$ cat src/rtl/dual_port_ram.sv
// Dual-port byte-enable RAM with a built-in zero-clear engine; reads are registered (latency 1).
// No backpressure: port accesses are dropped while busy (clear in progress), clr is ignored while busy.
module dual_port_ram #(
  parameter int WIDTH   = 8,
  parameter int DEPTH   = 16,
  parameter int RD_MODE = 0
) (
  input  logic                     clk,
  input  logic                     rst_n,
  input  logic                     en_a,
  input  logic                     we_a,
  input  logic [WIDTH/8-1:0]       be_a,
  input  logic [$clog2(DEPTH)-1:0] addr_a,
  input  logic [WIDTH-1:0]         din_a,
  output logic [WIDTH-1:0]         dout_a,
  output logic                     vld_a,
  input  logic                     en_b,
  input  logic                     we_b,
  input  logic [WIDTH/8-1:0]       be_b,
  input  logic [$clog2(DEPTH)-1:0] addr_b,
  input  logic [WIDTH-1:0]         din_b,
  output logic [WIDTH-1:0]         dout_b,
  output logic                     vld_b,
  input  logic                     clr,
  output logic                     busy,
  output logic                     coll
);

  localparam int NB = WIDTH / 8;
  localparam int AW = $clog2(DEPTH);

  typedef enum logic {
    CLEAR = 1'b0,
    IDLE  = 1'b1
  } state_t;

  state_t          state, state_nxt;
  logic [AW-1:0]   ptr, ptr_nxt;
  logic            acc_ok;
  logic [WIDTH-1:0] mem [DEPTH];

  logic            wr_a, rd_a, wr_b, rd_b, same_addr;
  logic [NB-1:0]   mask_b;
  logic [WIDTH-1:0] cur_a, cur_b, new_a, new_b;

  // Controller: state register
  always_ff @(posedge clk or negedge rst_n) begin
    if (!rst_n) begin
      state <= CLEAR;
      ptr   <= '0;
    end else begin
      state <= state_nxt;
      ptr   <= ptr_nxt;
    end
  end

  // Controller: next state
  always_comb begin
    state_nxt = state;
    ptr_nxt   = ptr;
    case (state)
      CLEAR: begin
        if (ptr == AW'(DEPTH - 1)) begin
          state_nxt = IDLE;
          ptr_nxt   = '0;
        end else begin
          ptr_nxt = ptr + AW'(1);
        end
      end
      IDLE: begin
        if (clr) begin
          state_nxt = CLEAR;
          ptr_nxt   = '0;
        end
      end
      default: begin
        state_nxt = CLEAR;
        ptr_nxt   = '0;
      end
    endcase
  end

  // Controller: outputs
  always_comb begin
    busy   = (state == CLEAR);
    acc_ok = (state == IDLE);
  end

  // Port decode; on a same-address dual write port A owns every byte it enables
  always_comb begin
    wr_a      = acc_ok & en_a & we_a;
    rd_a      = acc_ok & en_a & ~we_a;
    wr_b      = acc_ok & en_b & we_b;
    rd_b      = acc_ok & en_b & ~we_b;
    same_addr = (addr_a == addr_b);
    cur_a     = mem[addr_a];
    cur_b     = mem[addr_b];
    mask_b    = '0;
    new_a     = '0;
    new_b     = '0;
    for (int k = 0; k < NB; k++) begin
      mask_b[k]       = be_b[k] & ~(wr_a & same_addr & be_a[k]);
      new_a[8*k +: 8] = be_a[k] ? din_a[8*k +: 8] : cur_a[8*k +: 8];
      new_b[8*k +: 8] = be_b[k] ? din_b[8*k +: 8] : cur_b[8*k +: 8];
    end
  end

  // Array contents are deliberately not reset; the clear engine zeroes them
  always_ff @(posedge clk) begin
    if (busy) begin
      mem[ptr] <= '0;
    end else begin
      for (int k = 0; k < NB; k++) begin
        if (wr_a && be_a[k]) mem[addr_a][8*k +: 8] <= din_a[8*k +: 8];
        if (wr_b && mask_b[k]) mem[addr_b][8*k +: 8] <= din_b[8*k +: 8];
      end
    end
  end

  // Registered read data; cross-port reads see pre-write contents
  always_ff @(posedge clk or negedge rst_n) begin
    if (!rst_n) begin
      dout_a <= '0;
      dout_b <= '0;
      vld_a  <= 1'b0;
      vld_b  <= 1'b0;
      coll   <= 1'b0;
    end else begin
      vld_a <= 1'b0;
      vld_b <= 1'b0;
      coll  <= wr_a & wr_b & same_addr;
      if (rd_a) begin
        dout_a <= cur_a;
        vld_a  <= 1'b1;
      end else if (wr_a && RD_MODE == 1) begin
        dout_a <= new_a;
        vld_a  <= 1'b1;
      end
      if (rd_b) begin
        dout_b <= cur_b;
        vld_b  <= 1'b1;
      end else if (wr_b && RD_MODE == 1) begin
        dout_b <= new_b;
        vld_b  <= 1'b1;
      end
    end
  end

endmodule

$ cat config.mk
export PLATFORM = sky130hd
export DESIGN_NAME = dual_port_ram
export DESIGN_NICKNAME = d
export VERILOG_FILES = /design/src/rtl/dual_port_ram.sv
export SDC_FILE = /design/constraint.sdc
export NUM_CORES = 1
export LEC_CHECK = 0
export BUFFER_PORTS_ARGS = -buffer_cell sky130_fd_sc_hd__buf_4
export CAP_MARGIN = 0
export CORE_AREA = 2 2 145 147
export DETAILED_ROUTE_END_ITERATION = 8
export DIE_AREA = 0 0 147 149
export GPL_ROUTABILITY_DRIVEN = 0
export SLEW_MARGIN = 25
export SYNTH_ARGS = -nofsm -noshare
export SYNTH_HDL_FRONTEND = slang
export SYNTH_SLANG_ARGS = --single-unit
$ cat constraint.sdc
create_clock -name clk -period 2.3 [get_ports clk]
set_input_delay 0.69 -clock clk [delete_from_list [all_inputs] [get_ports clk]]
set_output_delay 0.69 -clock clk [all_outputs]
set_load 0.01 [all_outputs]
==> metrics.cfg, run 1 <==
[run_status]
status = finished clean

[global_route]
grt_util_all_layers_pct = 27.1
grt_overflow_total = 0
antenna_found_initial = 0
grt_max_degree = 25
grt_pass1_wl_um = 42700
grt_pass1_vias = 6674

[setup_path]
cp-end-kind = flip-flop
path_cells = buf_4, buf_4, nand4_1, nor2_1, a31oi_1, o21ai_1, buf_12
critical-path-max-stage-delay_ps = 750
arrival_ps = 2380
cp.buffers_inverters = 3
crit_top_cell = buf_4
critPathSlowestCell = a31oi_1
path_max_fanout = 8
start_kind = input pin
worstPathRequired_ps = 2500
crit_type = input pin to flip-flop
cp_top_family = compound AO/OA/AOI/OAI gates

[power_and_ir_drop]
leakage_nw = 4.39
p_per_area_nw_per_um2 = 824
irDropWorstVdd_mv = 0.476

[routing]
vias = 6531
dr.pass1.iters = 5
wl_um = 28800
post_drt_wl_per_cell_um = 27.6
ant_nets = 0
post_drt_via_cell_ratio = 6.25
drc = 0
drt-initial-drc-count = 772

[synthesis]
synth_nets = 666
ys_async_sr_fraction_pct = 15.8
yosysMostFrequentCell = mux2_2
synth_edf_count = 128
ys_ff_latch = 152
ys_top_cells_by_count = 137 x mux2_2, 128 x edfxtp_1, 46 x mux4_2
syn_area_um2 = 9040
syn_inst = 632
synthFlopType = edfxtp_1
yosysUniqueCellTypes = 43
yosys-top-cells-area = edfxtp_1 43%, mux2_2 17%, mux4_2 11%
synth_top_area_share_pct = 42.5
avgSynthCellArea_um2 = 14.3
yosysWarnings = 0
synth_area_leader_cell = edfxtp_1
yosysSeqAreaShare_pct = 49.1

[clock_tree]
clockRootBuffer = clkbuf_16
htree_num_levels = 4
path_clk_slew_ps = 60
cts_tree = built
clk_latency_ps = 440
clkSinkCount = 152
ctsLongestPathBuffers = 2
cts_hold_buf = 0
numCtsBuffers = 17

[final_layout]
drive_above_1_share_pct = 52.3
n_fill_cell = 1719
diodes = 0
final_util_pct = 54.8
seq_area_um2 = 4440
nNetsFinal = 791
synthToLayoutAreaGrowth_pct = 24.7
multi_input_area_um2 = 4390

[sta]
setup_viol = 0
fin_tns_setup_ps = 0
rsz0062_at_grt = false
min_period_over_period_pct = 94.5
period_needed_ps = 2170
hold_viol_final = 0
slew_headroom_pct = 31.4
drv_slew = 0
final.setup_skew_ps = 6.41
maxClockFrequency_mhz = 460
worstMarginPinSlew_ps = 1020

[placement]
port_buffers = 52
dp_hpwl_um = 20300

[floorplanning]
dieArea_um2 = 21900
die_w_um = 147
initial_core_util_pct = 44.0
die_h_um = 149
rows = 53
io_pins = 53
core-area_um2 = 20600

[flow_run]
cap_violations = 0

[min_path]
min_path_type = input pin to asynchronous set/reset pin

-- logic make-up (layout without fill, tap and decap cells) --
logic type	count (synthesis)	after routing	synth area share (%)
simple gates	92	92	5.53
mux	218	218	32.4
xor+xnor	5	5	0.484
buf+inv	59	197	3.14
fa+ha+maj	1	1	0.138
compound gates	105	105	9.17
flops	152	152	49.1
-- power breakdown --
part / total, mW / leakage (nW) / switching [mW] / internal [mW]
Clock: 2.86 / 0.289 / 1.17 / 1.69
Combinational: 2.45 / 2.57 / 1.35 / 1.09
Sequential: 3.98 / 1.52 / 0.366 / 3.61
Total: 9.29 / 4.39 / 2.89 / 6.40
-- registers in the layout, summed over array words and instances, names as in the netlist --
signal	count
coll	1
dout_b	8
ptr	4
vld_b	1
dout_a	8
vld_a	1
mem	128
acc_ok	1
-- layout by cell type, fill, tap and decap left out, types with 3 or more instances in the layout --
cell / instances
mux2i_1: 35
o22ai_1: 16
or3b_2: 3
clkbuf_16: 17
mux2_2: 137
buf_12: 24
o21ai_0: 17
dfrtp_1: 24
and2_0: 8
o21bai_2: 7
nand3_1: 4
a21oi_4: 10
edfxtp_1: 128
inv_1: 8
a22oi_1: 16
bufinv_16: 3
nor2_1: 27
clkinv_2: 7
nor2b_1: 12
xnor2_1: 5
a31oi_1: 15
nand4_1: 13
mux4_2: 46
and2_1: 3
buf_4: 133
nor3_1: 3
o2111ai_2: 5
nand2_1: 9
-- final cells by class --
type,count,share of cell area (%)
well taps,275,3.05
flip-flops and latches,152,39.4
repair buffers,157,13.1
clock buffers,18,3.81
inverters,8,0.266
multi-input cells,421,38.9
clock inverters,14,1.40
-- path summary, 6_finish.rpt --
kind	cells past startpoint	endpoint	slack (ps)	start
max	7	mem[3][1]$_DFFE_PP_	130	en_a
min	1	acc_ok$_DFF_PN0_	180	rst_n
max reg2reg	6	mem[10][4]$_DFFE_PP_	130	acc_ok$_DFF_PN0_
min reg2reg	2	dout_a[6]$_DFFE_PN0P_	530	dout_a[6]$_DFFE_PN0P_
max in group asynchronous	1	dout_a[0]$_DFFE_PN0P_	1820	rst_n
min in group clk	2	acc_ok$_DFF_PN0_	470	clr
-- per-layer routing --
| layer | vias to the layer above | GRT usage, % | wire, um |
|---|---|---|---|
| li1 | 2794 | - | - |
| met1 | 3369 | 35.5 | 11900 |
| met2 | 304 | 44.2 | 13800 |
| met3 | 64 | 4.80 | 1870 |
| met4 | 0 | 12.7 | 1300 |
| met5 | - | 0 | 0 |
-- stage by stage --
stage	cells	instance area [um^2]	hold slack [ps]	power [mW]	setup WS [ps]
2_1_floorplan	632	9120	394	5.20	-145
3_3_place_gp	1010	10700	510	6.37	-357
3_5_place_dp	1010	10700	515	6.44	-325
4_1_cts	1042	11300	184	9.28	62.8
5_1_grt	1045	11300	193	9.61	24.0
6_report	1045	11300	180	9.29	127
-- timing repair --
item,in CTS,in global routing
endpoints found under the setup margin,0,8
gates resized for setup,0,0
buffers inserted,0,3
No activity file was read; power rests on OpenSTA's default activity.
==> run 2, diff against run 1 <==
Settings changed: CORE_AREA 2 2 145 147 to 4 4 147 149, DIE_AREA 0 0 147 149 to 0 0 151 153.
==> run 2 against run 1 <==
Die area grew 5.5%. Maximum frequency shrank 3.0%. Register-to-register slack worse by 70 ps. Clock skew is 2.0 ps higher. Sequential share of layout area increased by 0.097 points. Worst setup slack lost 66 ps. Largest cell class unchanged. Largest power group unchanged.
==> metrics.cfg, run 2 (synthesis results as in run 1) <==
[final_layout]
final_common_cell = mux2_2
reg.largest.list = mem: 128 flops, dout_a: 8 flops, dout_b: 8 flops
drive_above_1_share_pct = 51.6
largest_reg_flops = 128
fin_cells = 1037
synthToLayoutAreaGrowth_pct = 24.4
nNetsFinal = 789
final_util_pct = 55.8
diodes = 0
top_register = mem
mostFrequentLayoutCells = 137 x mux2_2, 129 x buf_4, 128 x edfxtp_1

[sta]
worstMarginPinSlew_ps = 824
fin_tns_setup_ps = 0
final.setup_skew_ps = 8.46
rsz0062_at_grt = false
hold_viol_final = 0
drv_slew = 0
setup_viol = 0
slew_headroom_pct = 44.8
maxClockFrequency_mhz = 447
period_needed_ps = 2240
min_period_over_period_pct = 97.4

[placement]
placedCellCount = 1006
port_buffers = 52
dp_hpwl_um = 20300

[setup_path]
path_cells = and4_1, buf_4, nor3b_1, a31oi_1, buf_4, o21bai_2
arrival_ps = 2300
crit_top_cell = buf_4
crit_type = flip-flop to flip-flop
cp-end-kind = flip-flop
worstPathRequired_ps = 2360
critical-path-max-stage-delay_ps = 610
path_max_fanout = 8
start_kind = flip-flop
rrSetupSlack_ps = 60
critPathSlowestCell = o21bai_2

[power_and_ir_drop]
irDropWorstVdd_mv = 0.573
finalPower_mw = 9.10
leakage_nw = 4.35
p_per_area_nw_per_um2 = 809

[clock_tree]
clockRootBuffer = clkbuf_16
post_cts_buffers = 0
path_clk_slew_ps = 60
htree_num_levels = 4
numCtsBuffers = 17
cts_resized = 0
cts_tree = built
ctsLongestPathBuffers = 2
clkSinkCount = 152
cts_hold_buf = 0
clk_latency_ps = 430

[floorplanning]
die_h_um = 153
die_w_um = 151
rows = 52
io_pins = 53
core-area_um2 = 20200
initial_core_util_pct = 44.8
dieArea_um2 = 23100

[global_route]
antenna_found_initial = 0
grt_pass1_wl_um = 42500
grt_overflow_total = 0
grt_pass1_vias = 6684
grt_max_degree = 25
grt_util_all_layers_pct = 25.3

[routing]
ant_nets = 0
dr.pass1.iters = 5
post_drt_wl_per_cell_um = 27.7
drc = 0
wl_um = 28700
drt-initial-drc-count = 672
post_drt_via_cell_ratio = 6.34
vias = 6570

[flow_run]
cap_violations = 0

[run_status]
status = finished clean

[min_path]
min_path_type = input pin to asynchronous set/reset pin

run 2: changes by cell type in the layout (fill, tap and decap cells not counted), moves of 2 or more:
cell / change
clkinv_2: -4
buf_4: -4
clkinv_4: -2
clkbuf_1: +2
clkinv_1: +2
buf_12: +2
run 2: worst paths after layout:
kind                                  startpoint                     to  cells past startpoint
max reg2reg                     acc_ok$_DFF_PN0_   mem[10][3]$_DFFE_PP_                      6
min reg2reg                dout_a[6]$_DFFE_PN0P_  dout_a[6]$_DFFE_PN0P_                      2
min in group clk                             clr       acc_ok$_DFF_PN0_                      2
min                                        rst_n     ptr[2]$_DFFE_PN0P_                      1
max                             acc_ok$_DFF_PN0_   mem[10][3]$_DFFE_PP_                      6
max in group asynchronous                  rst_n  dout_b[4]$_DFFE_PN0P_                      1
run 2: stage by stage:
step	area (um^2)	setup WS (ps)	hold WS (ps)
global placement	10700	-299	504
detailed placement	10700	-316	523
global route	11200	4.34	203
floorplan	9120	-145	394
finish	11200	60.6	195
CTS	11200	101	188
run 2: worst max-delay path: cells and delay by family (launching register included):
kind,cells,cell delay [ps]
AOI/OAI and AO/OA,2,670
and+or+nand+nor,2,430
DFF,1,410
buffers and inverters,2,350
run 2: report_power, final:
group	switching [mW]	internal [mW]	total, mW
logic	1.31	1.09	2.40
registers	0.367	3.61	3.98
clock network	1.11	1.60	2.72
run 2: metal layers:
| metal | vias to the layer above | global-route usage, % | wire length (um) | part of all wire (%) |
|---|---|---|---|---|
| met4 | 0 | 11.9 | 1310 | 4.6 |
| met2 | 344 | 38.2 | 13200 | 46 |
| met5 | - | 0 | 0 | 0 |
| met1 | 3387 | 35.2 | 12000 | 42 |
| met3 | 57 | 4.89 | 2120 | 7.4 |
| li1 | 2782 | - | - | - |
run 2: layout make-up:
cell class,count,area (um^2)
clock buffer,21,450
multi-input combinational,421,4390
sequential,152,4440
inverter,8,30.0
clock inverter,10,105
timing repair buffer,155,1490
tap,270,338
fill,1672,8920
